$ cat src/rtl/if_fetch_stage_if.sv
`default_nettype none
// ============================================================================
//  Module      : if_fetch_stage_if
//  Description : Bundle of the fetch stage's memory, decode and redirect
//                signals. The master side is the fetch stage itself.
//  Revision    : 1.0  initial release
// ============================================================================
interface if_fetch_stage_if;
    logic        imem_en;
    logic [31:0] imem_addr;
    logic [31:0] imem_rdata;
    logic        id_stall;
    logic        redirect;
    logic [31:0] redirect_pc;
    logic [31:0] PC;
    logic [31:0] if_Inst;
    logic        if_valid;

    modport master (
        output imem_en, imem_addr, PC, if_Inst, if_valid,
        input  imem_rdata, id_stall, redirect, redirect_pc
    );

    modport slave (
        input  imem_en, imem_addr, PC, if_Inst, if_valid,
        output imem_rdata, id_stall, redirect, redirect_pc
    );
endinterface
`default_nettype wire

$ cat src/rtl/if_fetch_stage.sv
`default_nettype none
// ============================================================================
//  Module      : if_fetch_stage
//  Description : Instruction fetch stage. Owns the fetch PC, issues reads to
//                a one-cycle-latency instruction memory and buffers returned
//                words in a 2-entry skid FIFO so decode may stall freely.
//  Revision    : 1.0  initial release
// ============================================================================
module if_fetch_stage #(
    parameter logic [31:0] RESET_PC = 32'h0000_0000
) (
    input  logic              Clock,
    input  logic              Resetn,
    if_fetch_stage_if.master  bus
);

    logic [31:0] r_fetch_pc;
    logic        r_inflight;
    logic [31:0] r_inflight_pc;
    logic [31:0] r_fifo_pc   [0:1];
    logic [31:0] r_fifo_inst [0:1];
    logic [1:0]  r_count;
    logic        r_head;
    logic        r_tail;

    logic        w_valid;
    logic        w_pop;
    logic        w_push;
    logic        w_issue;
    logic [2:0]  w_occupancy;

    // Handshake, credit and output decode. A pop frees a slot in the same
    // cycle, which is what lets a new read issue at the stall-release edge
    // and keeps the resume bubble-free.
    always_comb begin
        w_valid     = (r_count != 2'd0);
        w_pop       = w_valid & ~bus.id_stall & ~bus.redirect;
        w_push      = r_inflight & ~bus.redirect;
        w_occupancy = {1'b0, r_count} + {2'b00, r_inflight} - {2'b00, w_pop};
        w_issue     = Resetn & ~bus.redirect & (w_occupancy < 3'd2);

        bus.imem_en   = w_issue;
        bus.imem_addr = r_fetch_pc;
        bus.PC        = r_fifo_pc[r_head];
        bus.if_Inst   = r_fifo_inst[r_head];
        bus.if_valid  = w_valid;
    end

    // Fetch PC, in-flight tracking and FIFO state; reset beats redirect,
    // redirect beats push, pop and issue.
    always_ff @(posedge Clock) begin
        if (!Resetn) begin
            r_fetch_pc     <= RESET_PC;
            r_inflight     <= 1'b0;
            r_inflight_pc  <= 32'h0;
            r_count        <= 2'd0;
            r_head         <= 1'b0;
            r_tail         <= 1'b0;
            r_fifo_pc[0]   <= 32'h0;
            r_fifo_pc[1]   <= 32'h0;
            r_fifo_inst[0] <= 32'h0;
            r_fifo_inst[1] <= 32'h0;
        end else if (bus.redirect) begin
            r_fetch_pc <= bus.redirect_pc;
            r_inflight <= 1'b0;
            r_count    <= 2'd0;
            r_head     <= 1'b0;
            r_tail     <= 1'b0;
        end else begin
            if (w_issue) begin
                r_inflight    <= 1'b1;
                r_inflight_pc <= r_fetch_pc;
                r_fetch_pc    <= r_fetch_pc + 32'd4;
            end else begin
                r_inflight    <= 1'b0;
            end

            if (w_push) begin
                r_fifo_pc[r_tail]   <= r_inflight_pc;
                r_fifo_inst[r_tail] <= bus.imem_rdata;
                r_tail              <= ~r_tail;
            end

            if (w_pop) begin
                r_head <= ~r_head;
            end

            if (w_push && !w_pop) begin
                r_count <= r_count + 2'd1;
            end else if (w_pop && !w_push) begin
                r_count <= r_count - 2'd1;
            end
        end
    end

endmodule
`default_nettype wire
$ cat src/flat_wrapper.sv
// flat-port wrapper written by rule: the top's interface ports become plain ports
module if_fetch_stage_flat 
#(
    parameter logic [31:0] RESET_PC = 32'h0000_0000
)
  (Clock, Resetn, bus_imem_en, bus_imem_addr, bus_PC, bus_if_Inst, bus_if_valid, bus_imem_rdata, bus_id_stall, bus_redirect, bus_redirect_pc);
  if_fetch_stage_if bus_i ();
  input  logic Clock;
  input  logic Resetn;
  output wire logic [$bits(bus_i.imem_en)-1:0] bus_imem_en;
  output wire logic [$bits(bus_i.imem_addr)-1:0] bus_imem_addr;
  output wire logic [$bits(bus_i.PC)-1:0] bus_PC;
  output wire logic [$bits(bus_i.if_Inst)-1:0] bus_if_Inst;
  output wire logic [$bits(bus_i.if_valid)-1:0] bus_if_valid;
  input wire logic [$bits(bus_i.imem_rdata)-1:0] bus_imem_rdata;
  input wire logic [$bits(bus_i.id_stall)-1:0] bus_id_stall;
  input wire logic [$bits(bus_i.redirect)-1:0] bus_redirect;
  input wire logic [$bits(bus_i.redirect_pc)-1:0] bus_redirect_pc;
  assign bus_imem_en = bus_i.imem_en;
  assign bus_imem_addr = bus_i.imem_addr;
  assign bus_PC = bus_i.PC;
  assign bus_if_Inst = bus_i.if_Inst;
  assign bus_if_valid = bus_i.if_valid;
  assign bus_i.imem_rdata = bus_imem_rdata;
  assign bus_i.id_stall = bus_id_stall;
  assign bus_i.redirect = bus_redirect;
  assign bus_i.redirect_pc = bus_redirect_pc;
  if_fetch_stage #(.RESET_PC(RESET_PC)) u_core (.Clock(Clock), .Resetn(Resetn), .bus(bus_i));
endmodule
$ cat config.mk
export PLATFORM = sky130hd
export DESIGN_NAME = if_fetch_stage_flat
export DESIGN_NICKNAME = d
export VERILOG_FILES = /design/src/rtl/if_fetch_stage_if.sv /design/src/rtl/if_fetch_stage.sv /design/src/flat_wrapper.sv
export SDC_FILE = /design/constraint.sdc
export NUM_CORES = 1
export LEC_CHECK = 0
export BUFFER_PORTS_ARGS = -buffer_cell sky130_fd_sc_hd__buf_2
export CAP_MARGIN = 20
export CORE_MARGIN = 2
export CORE_UTILIZATION = 30
export DETAILED_ROUTE_END_ITERATION = 6
export GPL_TIMING_DRIVEN = 0
export SLEW_MARGIN = 20
export SYNTH_ARGS = -nofsm -noshare
export SYNTH_HDL_FRONTEND = slang
export SYNTH_SLANG_ARGS = --single-unit
$ cat constraint.sdc
create_clock -name Clock -period 10 [get_ports Clock]
set_input_delay 2.5 -clock Clock [delete_from_list [all_inputs] [get_ports Clock]]
set_output_delay 2.5 -clock Clock [all_outputs]
set_load 0.01 [all_outputs]
Word-level counts from Yosys, hierarchy flattened
Memory sizes are Yosys's and may differ from the RTL's. A register that Yosys moved wholly into a read port is not among the register bits.
Cells that the tools add are included.
{ "word_totals": {"register_bits": 69, "ram_bits": 128, "inputBits": 68, "output_inout_bits": 98, "word_cells": 55, "n_memories": 2} }
{ "memory_table": {"columns": ["memory", "words", "word_bits", "read_ports", "rd_clocked_by_memory_dff", "wr", "line_no", "text"], "rows": [
  ["u_core.r_fifo_inst", 2, 32, 1, 1, 2, "if_fetch_stage.sv:21", "logic [31:0] r_fifo_inst [0:1];"],
  ["u_core.r_fifo_pc", 2, 32, 1, 1, 2, "if_fetch_stage.sv:20", "logic [31:0] r_fifo_pc [0:1];"]
]} }
{ "classes": {"addsub": 5, "order_cmp": 1, "mux": 20, "n_bitwise": 10, "n_reduce_logical": 11} }
{ "ops": {"columns": ["op", "n"], "rows": [
  ["32-bit two-way mux", 4],
  ["32-bit OR reduction", 2],
  ["32-bit by 3-bit adder with 32-bit output (second input constant)", 1],
  ["1-bit two-way mux", 14],
  ["2-bit nonzero test", 3],
  ["1-bit bitwise AND", 5],
  ["1-bit inverter", 5],
  ["2-bit two-way mux", 2],
  ["2-bit by 1-bit adder with 3-bit output", 1],
  ["3-bit by 2-bit less-than comparator with 1-bit output (second input constant)", 1],
  ["3-bit by 1-bit subtractor with 3-bit output", 1],
  ["2-bit by 1-bit adder with 2-bit output (second input constant)", 1],
  ["1-bit logical AND", 2],
  ["1-bit zero test", 2],
  ["2-bit AND reduction", 1],
  ["2-bit OR reduction", 1],
  ["2-bit by 1-bit subtractor with 2-bit output (second input constant)", 1]
]} }

Logic depth before layout (Yosys ltp)
{ "logic_depth": {"depth_word": 8, "mapped_depth": 13, "mapped_depth_nobuf": 12} }

Least setup slack after synthesis
OpenSTA, ideal clock, no wires.
{ "synth_timing": {"path_kind": "input -> register", "from": "input port bus_redirect", "to": "memory u_core.r_fifo_inst[0][0] (enable)", "setup_time_ps": 581, "t_arrival_ps": 7628, "path_slack_ps": 1791, "stages": 3, "path_buffers": 2, "cell_sequence": "clkbuf_1 -> clkbuf_1 -> o31ai_1"} }
{ "synth_lines": {"columns": ["item", "line_no", "text"], "rows": [
  ["start, declared", "flat_wrapper.sv:17", "input wire logic [$bits(bus_i.redirect)-1:0] bus_redirect;"],
  ["end, declared", "if_fetch_stage.sv:21", null]
]} }

Final worst setup path
{ "layout_timing": {"from": "input port bus_redirect", "to": "output port bus_imem_en"} }
{ "layout_via": {"elab_chain_len": 5, "elab_cells_between_ends": 6, "classes_between": "1 x add/sub; 1 x order compare; 4 x bitwise"} }
{ "layout_lines": {"columns": ["item", "line_no", "text"], "rows": [
  ["1-bit inverter", "if_fetch_stage.sv:37", "w_pop = w_valid & ~bus.id_stall & ~bus.redirect;"],
  ["1-bit bitwise AND", "if_fetch_stage.sv:37", null],
  ["net u_core.w_pop", "if_fetch_stage.sv:27", "logic w_pop;"],
  ["3-bit by 1-bit subtractor with 3-bit output", "if_fetch_stage.sv:39", "w_occupancy = {1'b0, r_count} + {2'b00, r_inflight} - {2'b00, w_pop};"],
  ["3-bit by 2-bit less-than comparator with 1-bit output", "if_fetch_stage.sv:40", "w_issue = Resetn & ~bus.redirect & (w_occupancy < 3'd2);"],
  ["1-bit bitwise AND", "if_fetch_stage.sv:40", null],
  ["end, declared", "flat_wrapper.sv:10", "output wire logic [$bits(bus_i.imem_en)-1:0] bus_imem_en;"]
]} }
The timed path passes the listed nets, and every way through them passes these cells.

==> impl_metrics.json <==
{
  "postRouteAntennaNets": 0,
  "hold_violations": 0,
  "drt-pass1-iter-count": 5,
  "wl_per_cell_um": 17.33,
  "yosys_warnings": 0,
  "setup_viol": 0,
  "cp_max_fo": 10,
  "grt_usage": 0.1556,
  "port_buffers": 165,
  "rsz0062_at_grt": "no",
  "diodes": 0,
  "fin_total_pwr_mw": 1.771,
  "placeableCoreArea_mm2": 0.02855,
  "placed_area_mm2": 0.01008,
  "reg2reg_to": "u_core.r_inflight_pc[16]",
  "top_layer": "met4",
  "drive_gt1_frac": 0.2874,
  "timing.final.crit_period_ns": 8.428,
  "synth_area_mm2": 0.008641,
  "dieArea_mm2": 0.03018,
  "drt-total-wl_mm": 23.24,
  "cts_root_buffer": "clkbuf_16",
  "wl_met1_mm": 10.37,
  "cts_tree": "done",
  "cts_setup_buffers": 0,
  "multi_input_comb_area_mm2": 0.003211,
  "grt_pass1_vias": 6188,
  "wl_met3_mm": 1.499,
  "synthToLayoutAreaGrowth_pct": 23.41,
  "required_ns": 7.50,
  "cts.clk_slew.worst_paths_ns": 0.08,
  "finalCritPeriodShare": 0.8428,
  "hp-class": "reg -> reg",
  "fp.dieH_um": 173.7,
  "hpwlAfterDp_mm": 16.90,
  "peakVddDrop_v": 0.00009602,
  "hold_depth": 2,
  "clk_latency_ns": 0.44,
  "p_int_mw": 1.317,
  "relSlewSlack": 0.3933,
  "yosysSeqAreaShare": 0.6070,
  "cts_inserted_buffers": 17,
  "ctsHtreeMaxLevel": 4,
  "die_w_um": 173.7,
  "max_freq_mhz": 118.7,
  "post_cts_resized": 0,
  "critPathBufInv": 7,
  "comb_power_share": 0.090,
  "ys_types": 44,
  "grt_pass1_wl_mm": 35.69,
  "worst_pin_slew_ns": 0.9031,
  "maxCapViolCount": 0,
  "endpoint_kind": "primary output",
  "p_seq_frac": 0.526,
  "via_per_inst": 4.734,
  "cts_sinks": 198,
  "postSynthAreaPerCell_um2": 11.48,
  "rrSetupSlack_ns": 6.37,
  "syn-num-nets": 825,
  "hold_buffers": 0,
  "ioPinCount": 166,
  "crit_path_start_kind": "input port",
  "clkPwrFrac": 0.384,
  "vias": 6348,
  "critPathKind": "in -> out",
  "drtIter0Drc": 439,
  "drv_slew": 0,
  "synth-seq-cells": 198,
  "max_stage_delay_ns": 0.51,
  "initial_core_util": 0.3027,
  "gp_congestion": 0.8496,
  "reg2reg_from": "u_core.r_count[1]",
  "grt_max_degree": 40,
  "cts_buffer_depth": 2,
  "sw_frac_of_total": 0.2565,
  "final_design_area_no_fill_mm2": 0.01066,
  "synthCells": 753,
  "cp_cell_sequence": "buf_2 -> clkbuf_1 -> or3_1 -> inv_1 -> ha_1 -> nand2b_1 -> fa_1 -> xnor2_1 -> nand3_1 -> inv_1 -> clkbuf_1 -> buf_1 -> buf_2",
  "wl_met2_mm": 10.88,
  "cp.arrival_ns": 5.93,
  "fp-row-count": 62,
  "grt_overflow": 0,
  "hold_start": "u_core.r_inflight_pc[29]",
  "p_leak_nw": 4.161,
  "final_nets": 1016,
  "reg2reg_depth": 13,
  "outcome": "complete, no violations",
  "antenna_found_initial": 0,
  "hold_end": "u_core.r_inflight_pc[29]",
  "nFillCells": 2895,
  "p_sw_mw": 0.4542,
  "critical-path-top-delay-family": "buffers and inverters",
  "skew_ns": 0.01590,
  "drc": 0,
  "crit_slowest_cell": "buf_1",
  "regArea_mm2": 0.005245,
  "power.density_mw_per_mm2": 166.1
}
-- power groups by stage --
| stage | Combinational [mW] | Clock (mW) | Sequential (mW) |
|---|---|---|---|
| after global routing | 0.175 | 0.731 | 0.936 |
| after CTS | 0.163 | 0.696 | 0.931 |
| after global placement | 0.154 | 0 | 0.955 |
| final | 0.160 | 0.680 | 0.931 |
| after floorplan | 0.0798 | 0 | 0.949 |
| after detailed placement | 0.162 | 0 | 0.950 |
-- cells in the final DEF, fill, tap and decap left out, drive strengths merged, types with 2 or more instances in the layout --
master / n
a21oi: 51
a2bb2oi: 7
a31oi: 13
a32oi: 3
and2: 132
and3: 8
and4: 3
buf: 177
clkbuf: 61
clkinv: 5
dfxtp: 70
edfxtp: 128
ha: 3
inv: 16
mux2: 66
mux2i: 2
nand2: 90
nand2b: 2
nand3: 14
nand4: 14
nor2: 25
nor3: 9
nor4: 3
o211ai: 4
o21ai: 13
o22ai: 6
or3: 4
or4: 3
xnor2: 8
xor2: 3
-- per-layer routing --
metal  track usage  up-vias
met4       0.05322        0
met5             0        -
met1        0.2061     3035
met3       0.03662       25
met2        0.2507      226
li1              -     3062
-- through the flow --
stage / worst slack, ns / TNS [ns] / util / cells / hold WS (ns)
after floorplan: 1.791 / 0 / - / 753 / 0.4401
after global placement: -2.180 / -138.95 / 0.3484 / 1302 / 0.4480
after detailed placement: 1.623 / 0 / 0.3531 / 1309 / 0.4546
after CTS: 1.603 / 0 / 0.3736 / 1341 / 0.4653
after global routing: 1.350 / 0 / 0.3736 / 1341 / 0.4924
final: 1.572 / 0 / 0.3736 / 1341 / 0.4630
-- worst min-delay path, cell delays in order, from the launching register on --
cell and delay (ns):
dfxtp_1 0.32, nand2_1 0.05, a21oi_1 0.05
-- registers in the layout (all words and copies together) (netlist names), named ones only --
signal and flops:
u_core.r_fifo_inst 64, u_core.r_fifo_pc 64, u_core.bus.imem_addr 32, u_core.r_inflight_pc 32
u_core.r_count 2, u_core.r_head 1, u_core.r_inflight 1, u_core.r_tail 1
-- logic make-up (layout without fill, tap and decap cells) --
logic type / after synthesis / in the layout / share of synthesized area
and+or+nand+nor: 310 / 310 / 0.1893
DFF: 198 / 198 / 0.6070
AOI/OAI and AO/OA: 106 / 106 / 0.07313
muxes: 68 / 68 / 0.08833
buffers and inverters: 56 / 260 / 0.02447
xor gates and xnor gates: 11 / 11 / 0.01115
adders and majority gates: 4 / 4 / 0.006661
-- worst max-delay path by stage --
stage,from,to,depth (start not counted)
floorplan,bus_redirect,u_core.r_fifo_inst[0][0],3
global placement,bus_redirect,u_core.r_fifo_inst[0][22],4
detailed placement,bus_redirect,bus_imem_en,13
CTS,bus_redirect,bus_imem_en,13
global route,bus_redirect,bus_imem_en,13
finish,bus_redirect,bus_imem_en,13
-- cell type report --
type,instances,area share
flip-flops and latches,198,0.4918
multi-input cells,499,0.3011
repair buffers,172,0.08741
well taps,384,0.04505
clock buffers,19,0.04259
plain buffers,47,0.01666
clock inverters,13,0.01220
inverters,9,0.003168
-- synthesized netlist by cell type, drive strengths merged --
library cell,count,area (um^2)
a41oi,1,8.760
o21a,1,7.510
or2,1,6.260
o31ai,1,7.510
o311ai,1,8.760
or4,3,22.52
a32oi,3,26.28
and3,8,50.05
nor3b,1,7.510
clkbuf,42,157.7
fa,1,20.02
o22ai,6,37.54
a221oi,1,8.760
nor2,25,93.84
nor3,9,45.04
o211ai,4,30.03
o311a,1,10.01
nand2,90,337.8
mux2i,2,20.02
and4,3,26.28
ha,3,37.54
nand3,14,70.07
dfxtp,70,1401
nand4,14,87.58
xor2,3,26.28
a21boi,1,7.510
buf,5,20.01
a2bb2oi,7,61.31
nor2b,1,6.260
a31oi,13,81.33
o41ai,1,8.760
or3,4,25.02
edfxtp,128,3844
a21oi,51,255.2
nand2b,2,12.51
o21ai,13,65.06
inv,9,33.78
nor4,3,18.77
and2,132,825.8
mux2,66,743.2
xnor2,8,70.07
a22oi,1,7.510
(Power assumes the default switching activity.)
